$ cat src/rtl/chord_wave_pkg.sv
// Shared types and constants for the chord waveform capture/display path.
// The write address is laid out as {channel, buffer, index}.
package chord_wave_pkg;

   typedef enum logic [1:0] {
      ARMED  = 2'd0,
      ACTIVE = 2'd1,
      WAIT   = 2'd2
   } cap_state_e;

   localparam int unsigned NUM_CH       = 4;
   localparam int unsigned CH_BITS      = 2;
   localparam int unsigned SAMPLE_W     = 16;
   localparam int unsigned BYTE_W       = 8;
   localparam int unsigned DEF_IDX_BITS = 8;

   typedef logic [CH_BITS-1:0] ch_t;

   localparam ch_t CH_ALL   = 2'd0;
   localparam ch_t CH_ONE   = 2'd1;
   localparam ch_t CH_TWO   = 2'd2;
   localparam ch_t CH_THREE = 2'd3;

   // Sample RAM address for the default capture length; the reader decodes with this.
   typedef struct packed {
      ch_t                     ch;
      logic                    buffer;
      logic [DEF_IDX_BITS-1:0] idx;
   } wr_addr_t;

   // Top byte of a signed sample, shifted to offset binary.
   function automatic logic [BYTE_W-1:0] to_offset_byte(input logic [BYTE_W-1:0] hi);
      return {~hi[BYTE_W-1], hi[BYTE_W-2:0]};
   endfunction

endpackage

$ cat src/rtl/chord_wave_capture_if.sv
// Sample-in / RAM-write-out bundle of the capture engine.
// master drives samples and reads the write port; slave is the capture engine.
interface chord_wave_capture_if
   import chord_wave_pkg::*;
#(
   parameter int unsigned IDX_BITS = 8
) ();

   logic                    new_sample_ready;
   logic [SAMPLE_W-1:0]     sample_all;
   logic [SAMPLE_W-1:0]     sample_one;
   logic [SAMPLE_W-1:0]     sample_two;
   logic [SAMPLE_W-1:0]     sample_three;
   logic                    wave_display_idle;
   logic [IDX_BITS+2:0]     write_address;
   logic                    write_enable;
   logic [BYTE_W-1:0]       write_sample;
   logic                    read_index;
   logic                    overrun;

   modport master (
      output new_sample_ready, sample_all, sample_one, sample_two, sample_three,
             wave_display_idle,
      input  write_address, write_enable, write_sample, read_index, overrun
   );

   modport slave (
      input  new_sample_ready, sample_all, sample_one, sample_two, sample_three,
             wave_display_idle,
      output write_address, write_enable, write_sample, read_index, overrun
   );

endinterface

$ cat src/rtl/capture_lane_mux.sv
// Latches the four voice samples and serializes them, one channel per cycle,
// as offset-binary bytes onto the single RAM write port.
module capture_lane_mux
   import chord_wave_pkg::*;
(
   input  logic                clk,
   input  logic                reset,
   input  logic                load_i,
   input  logic [SAMPLE_W-1:0] sample_all_i,
   input  logic [SAMPLE_W-1:0] sample_one_i,
   input  logic [SAMPLE_W-1:0] sample_two_i,
   input  logic [SAMPLE_W-1:0] sample_three_i,
   output logic                busy_o,
   output ch_t                 ch_o,
   output logic [BYTE_W-1:0]   byte_o
);

   localparam int unsigned HI_LSB = SAMPLE_W - BYTE_W;

   logic [BYTE_W-1:0] lane_q [NUM_CH];
   logic              busy_q;
   ch_t               ch_q;
   logic [BYTE_W-1:0] byte_q;

   // Only the top byte of each sample reaches the display.
   logic unused_low_c;
   assign unused_low_c = ^{sample_all_i[HI_LSB-1:0], sample_one_i[HI_LSB-1:0],
                           sample_two_i[HI_LSB-1:0], sample_three_i[HI_LSB-1:0]};

   // Channel 0 goes out on the cycle after the load; the rest follow from the lanes.
   always_ff @(posedge clk) begin
      if (reset) begin
         busy_q <= 1'b0;
         ch_q   <= CH_ALL;
         byte_q <= '0;
         for (int c = 0; c < NUM_CH; c++) lane_q[c] <= '0;
      end else if (load_i) begin
         lane_q[CH_ALL]   <= to_offset_byte(sample_all_i[SAMPLE_W-1:HI_LSB]);
         lane_q[CH_ONE]   <= to_offset_byte(sample_one_i[SAMPLE_W-1:HI_LSB]);
         lane_q[CH_TWO]   <= to_offset_byte(sample_two_i[SAMPLE_W-1:HI_LSB]);
         lane_q[CH_THREE] <= to_offset_byte(sample_three_i[SAMPLE_W-1:HI_LSB]);
         busy_q           <= 1'b1;
         ch_q             <= CH_ALL;
         byte_q           <= to_offset_byte(sample_all_i[SAMPLE_W-1:HI_LSB]);
      end else if (busy_q) begin
         if (ch_q == CH_THREE) begin
            busy_q <= 1'b0;
            ch_q   <= CH_ALL;
         end else begin
            ch_q   <= ch_t'(ch_q + 2'd1);
            byte_q <= lane_q[ch_t'(ch_q + 2'd1)];
         end
      end
   end

   assign busy_o = busy_q;
   assign ch_o   = ch_q;
   assign byte_o = byte_q;

endmodule

$ cat src/rtl/chord_wave_capture.sv
// Chord waveform capture: trigger on a rising zero crossing of the summed voice,
// record 2^IDX_BITS samples of four channels into the buffer half the display is not reading.
module chord_wave_capture
   import chord_wave_pkg::*;
#(
   parameter int unsigned IDX_BITS = 8
) (
   input  logic                  clk,
   input  logic                  reset,
   chord_wave_capture_if.slave   bus
);

   localparam int unsigned ADDR_W = IDX_BITS + 3;
   localparam logic [IDX_BITS-1:0] IDX_LAST = '1;

   cap_state_e          state_q, state_d;
   logic [IDX_BITS-1:0] idx_q, idx_d;
   logic                prev_neg_q, prev_neg_d;
   logic                read_index_q, read_index_d;
   logic                overrun_q, overrun_d;
   logic [ADDR_W-1:0]   addr_q, addr_d;

   logic                accept_c;
   logic                load_c;
   logic                lane_last_c;
   logic                lane_busy;
   ch_t                 lane_ch;
   logic [BYTE_W-1:0]   lane_byte;

   capture_lane_mux u_lane_mux (
      .clk            (clk),
      .reset          (reset),
      .load_i         (load_c),
      .sample_all_i   (bus.sample_all),
      .sample_one_i   (bus.sample_one),
      .sample_two_i   (bus.sample_two),
      .sample_three_i (bus.sample_three),
      .busy_o         (lane_busy),
      .ch_o           (lane_ch),
      .byte_o         (lane_byte)
   );

   assign lane_last_c = lane_busy && (lane_ch == CH_THREE);

   always_ff @(posedge clk) begin
      if (reset) begin
         state_q      <= ARMED;
         idx_q        <= '0;
         prev_neg_q   <= 1'b0;
         read_index_q <= 1'b0;
         overrun_q    <= 1'b0;
         addr_q       <= '0;
      end else begin
         state_q      <= state_d;
         idx_q        <= idx_d;
         prev_neg_q   <= prev_neg_d;
         read_index_q <= read_index_d;
         overrun_q    <= overrun_d;
         addr_q       <= addr_d;
      end
   end

   always_comb begin
      state_d      = state_q;
      idx_d        = idx_q;
      prev_neg_d   = prev_neg_q;
      read_index_d = read_index_q;
      overrun_d    = overrun_q;
      addr_d       = addr_q;
      load_c       = 1'b0;

      // A strobe while the serializer is busy is dropped entirely.
      accept_c = bus.new_sample_ready && !lane_busy;
      if (bus.new_sample_ready && lane_busy) overrun_d = 1'b1;
      if (accept_c) prev_neg_d = bus.sample_all[SAMPLE_W-1];

      unique case (state_q)
         ARMED: begin
            if (accept_c && prev_neg_q && !bus.sample_all[SAMPLE_W-1]) begin
               load_c  = 1'b1;
               state_d = ACTIVE;
            end
         end
         ACTIVE: begin
            if (accept_c) load_c = 1'b1;
            if (lane_last_c) begin
               idx_d = idx_q + 1'b1;
               if (idx_q == IDX_LAST) state_d = WAIT;
            end
         end
         WAIT: begin
            if (bus.wave_display_idle) begin
               state_d      = ARMED;
               read_index_d = ~read_index_q;
               idx_d        = '0;
            end
         end
         default: state_d = ARMED;
      endcase

      // Address tracks the channel the lane mux is about to present.
      if (load_c)
         addr_d = {CH_ALL, ~read_index_q, idx_q};
      else if (lane_busy && !lane_last_c)
         addr_d = {ch_t'(lane_ch + 2'd1), ~read_index_q, idx_q};
   end

   assign bus.write_enable  = lane_busy;
   assign bus.write_sample  = lane_byte;
   assign bus.write_address = addr_q;
   assign bus.read_index    = read_index_q;
   assign bus.overrun       = overrun_q;

endmodule

$ cat src/flat_wrapper.sv
// flat-port wrapper written by rule: the top's interface ports become plain ports
module chord_wave_capture_flat import chord_wave_pkg::*;
#(
   parameter int unsigned IDX_BITS = 8
)
  (clk, reset, bus_new_sample_ready, bus_sample_all, bus_sample_one, bus_sample_two, bus_sample_three, bus_wave_display_idle, bus_write_address, bus_write_enable, bus_write_sample, bus_read_index, bus_overrun);
  chord_wave_capture_if #(.IDX_BITS(IDX_BITS)) bus_i ();
  input  logic clk;
  input  logic reset;
  input wire logic [$bits(bus_i.new_sample_ready)-1:0] bus_new_sample_ready;
  input wire logic [$bits(bus_i.sample_all)-1:0] bus_sample_all;
  input wire logic [$bits(bus_i.sample_one)-1:0] bus_sample_one;
  input wire logic [$bits(bus_i.sample_two)-1:0] bus_sample_two;
  input wire logic [$bits(bus_i.sample_three)-1:0] bus_sample_three;
  input wire logic [$bits(bus_i.wave_display_idle)-1:0] bus_wave_display_idle;
  output wire logic [$bits(bus_i.write_address)-1:0] bus_write_address;
  output wire logic [$bits(bus_i.write_enable)-1:0] bus_write_enable;
  output wire logic [$bits(bus_i.write_sample)-1:0] bus_write_sample;
  output wire logic [$bits(bus_i.read_index)-1:0] bus_read_index;
  output wire logic [$bits(bus_i.overrun)-1:0] bus_overrun;
  assign bus_i.new_sample_ready = bus_new_sample_ready;
  assign bus_i.sample_all = bus_sample_all;
  assign bus_i.sample_one = bus_sample_one;
  assign bus_i.sample_two = bus_sample_two;
  assign bus_i.sample_three = bus_sample_three;
  assign bus_i.wave_display_idle = bus_wave_display_idle;
  assign bus_write_address = bus_i.write_address;
  assign bus_write_enable = bus_i.write_enable;
  assign bus_write_sample = bus_i.write_sample;
  assign bus_read_index = bus_i.read_index;
  assign bus_overrun = bus_i.overrun;
  chord_wave_capture #(.IDX_BITS(IDX_BITS)) u_core (.clk(clk), .reset(reset), .bus(bus_i));
endmodule
$ cat config.mk
export PLATFORM = sky130hd
export DESIGN_NAME = chord_wave_capture_flat
export DESIGN_NICKNAME = d
export VERILOG_FILES = /design/src/rtl/chord_wave_pkg.sv /design/src/rtl/chord_wave_capture_if.sv /design/src/rtl/capture_lane_mux.sv /design/src/rtl/chord_wave_capture.sv /design/src/flat_wrapper.sv
export SDC_FILE = /design/constraint.sdc
export NUM_CORES = 1
export LEC_CHECK = 0
export ABC_AREA = 0
export CAP_MARGIN = 0
export CORE_AREA = 2 2 84 86
export CTS_BUF_LIST = sky130_fd_sc_hd__clkbuf_4 sky130_fd_sc_hd__clkbuf_8
export CTS_CLUSTER_DIAMETER = 50
export DETAILED_ROUTE_END_ITERATION = 6
export DIE_AREA = 0 0 86 88
export PLACE_DENSITY_LB_ADDON = 0.1
export SETUP_SLACK_MARGIN = 0.05
export SLEW_MARGIN = 40
export SYNTH_ARGS = -nofsm -noshare
export SYNTH_HDL_FRONTEND = slang
export SYNTH_HIERARCHICAL = 1
export SYNTH_SLANG_ARGS = --single-unit
$ cat constraint.sdc
create_clock -name clk -period 3.21 [get_ports clk]
set_clock_uncertainty 0.05 [all_clocks]
set_input_delay 0.963 -clock clk [delete_from_list [all_inputs] [get_ports clk]]
set_output_delay 0.963 -clock clk [all_outputs]
set_load 0.05 [all_outputs]
==> reports/metrics.cfg <==
[grt]
first_global_vias=2045
grt_pass1_wl_mm=9.970
grtUsageTotal=0.1741
grt_start_max_net_pins=35
antenna_found_initial=0
grt_overflow_total=0

[sta]
period_share=0.8306
rsz0062_at_grt=no
max_slew.worst_pin.slew_ns=0.5967
slew_headroom=0.6014
post-route-min-period_ns=2.666
finalHoldViolations=0
fmax_mhz=375.1
slew_viol_final=0
fin_tns_setup_ns=0
finalSetupViolCount=0

[placement]
portBuffers=57
gp_congestion=0.7817
hpwl_mm=4.177

[floorplanning]
initial_core_util=0.4742
die-area_sq_um=7568
placementRows=30
ios=90
die_h_um=88
core_area_sq_um=6644
fp.dieW_um=86

[status]
status=finished clean

[pwr]
power.density_nw_per_um2=474.4
leakage_nw=1.529
ir_worst_vdd_mv=0.2187

[worst_hold_path]
min_path_cells=2
hp-class=register to register
worstHoldStart=u_core/bus.write_address[1]
hold_end=u_core/bus.write_address[1]

[synth]
yosysSeqAreaShare=0.5274
ys.flop_type=dfxtp_1
syn_area_per_cell_sq_um=11.80
syn-cell-area_sq_um=3151
syn-num-nets=338
synthArstFlopShare=0
synth_enable_flop_cells=32
ys_seq_elements=67
synthesis.instances=267
synth_warnings=6
synth.distinct_cells=47

[final_layout]
multiInputGateArea_sq_um=1380
final_common_cell=clkdlybuf4s50_1
nets=403
fillCellCount=590
layout-drive-gt1-share=0.1662
utilization=0.6085
regArea_sq_um=1662
final_cell_mix=57 x clkdlybuf4s50_1, 35 x dfxtp_1, 32 x edfxtp_1
area_delta_synth_final_pct=28.32
antennaDiodeCount=0

[setup_path]
crit_required_ns=2.20
r2r_slack_ns=1.22
end_kind=primary output
rr_worst_depth=6
rr_startpoint=u_core/u_lane_mux/ch_o[0]
worst-path-max-fanout=12
path_class=register to primary output
r2r_end=u_core/idx_q[6]
critPathLaunchType=register
worstPathArrival_ns=1.65

[clock_network]
clk_pin_slew_ns=0.07
cts_setup_buffers=0
cts_buffers=9
cts-htree-levels=3
cts-root-buf=clkbuf_8
cts_tree=built
postCtsHoldBufs=0
insertion_delay_ns=0.34
clock_path_buffers=2
post_cts_resized=0
cts_sinks=67

[drt]
drtIter0Drc=90
remaining_drc_errors=0
viasPerCell=5.022
drtPass1Iterations=4
ant_nets=0
num_vias=2094
avgRoutedWirePerCell_um=14.33
wl_mm=5.974

[job]
max_cap_viol_count=0

## worst max-delay path: stages (launching register included)
cell	delay (ns)
dfxtp_1	0.31
buf_4	0.18
clkdlybuf4s50_1	0.82
## Yosys cell counts, drive strengths merged, types with 2 or more instances
library cell  instances  area, sq um
a211oi                5        65.07
a21oi                 5        25.02
a221oi               10        150.1
a311oi                3        32.53
and2                 24        150.1
buf                   7        66.31
clkbuf                6        23.77
dfxtp                35        700.7
edfxtp               32        960.9
ha                    3        37.54
inv                   5        18.76
mux2                 17        202.7
mux2i                14        140.1
nand2                16        60.06
nand2b               21        138.9
nand3                 6        30.03
nand4                 2        12.51
nor2                 28        112.6
nor2b                 3        18.77
nor3                  5        25.02
nor3b                 2        26.28
o21ai                 2        10.00
or2                   3        18.78
xnor2                 6        52.55
## final cells by class
class                           count  area share
Timing Repair Buffer               67      0.1659
Clock inverter                      6     0.01981
Tap cell                           80     0.02476
Sequential cell                    67      0.4110
Inverter                            5    0.004643
Multi-Input combinational cell    182      0.3414
Clock buffer                       10     0.03250
## sequential cells by signal, indices dropped and copies added, names as in the netlist
name and count:
u_core/state_q 2, u_core/bus.read_index 1, u_core/u_lane_mux/busy_o 1, u_core/idx_q 8
u_core/prev_neg_q 1, u_core/bus.overrun 1, u_core/u_lane_mux/lane_q 32, u_core/bus.write_address 11
u_core/u_lane_mux/byte_o 8, u_core/u_lane_mux/ch_o 2
## cell families (layout without fill, tap and decap cells)
logic type,Yosys count,after routing,synth area share
multiplexers,31,31,0.1088
AO/OA/AOI/OAI,27,27,0.09452
XOR/XNOR,7,7,0.01946
flip-flops,67,67,0.5274
adder cells (fa/ha/maj),3,3,0.01192
AND/OR/NAND/NOR,114,114,0.2033
buffers and inverters,18,88,0.03455
## power by group
part | internal (mW) | switching, mW | total, mW
combinational | 0.111 | 0.114 | 0.224
clock | 0.440 | 0.311 | 0.752
sequential | 0.928 | 0.0143 | 0.942
## through the flow
stage	cells	area, sq um	setup WS (ns)	hold slack, ns	power [mW]
after floorplan	267	3151	0.5153	0.4145	1.093
after global placement	401	3831	0.4874	0.4060	1.184
after detailed placement	401	3831	0.4330	0.4132	1.187
after CTS	417	4043	0.5210	0.4318	1.941
after global routing	417	4043	0.4705	0.4469	1.994
final	417	4043	0.5439	0.4291	1.918
## metal layers
layer	GRT usage	routed length, um	part of all wire
met2	0.2572	2544	0.43
met5	0	0	0
met4	0.07792	121	0.020
met1	0.2388	3044	0.51
met3	0.04901	263	0.044
## worst max path at each step
stage / from / endpoint / depth (start not counted)
final: u_core/u_lane_mux/busy_o / bus_write_enable / 2
after global placement: bus_sample_all[15] / u_core/u_lane_mux/lane_q[1][7] / 6
after global routing: u_core/u_lane_mux/busy_o / bus_write_enable / 2
after detailed placement: bus_sample_all[15] / u_core/u_lane_mux/lane_q[1][7] / 6
after floorplan: bus_sample_all[15] / u_core/u_lane_mux/lane_q[0][0] / 4
after CTS: u_core/u_lane_mux/busy_o / bus_write_enable / 2
Note: power is estimated with default switching activity, not from simulation.
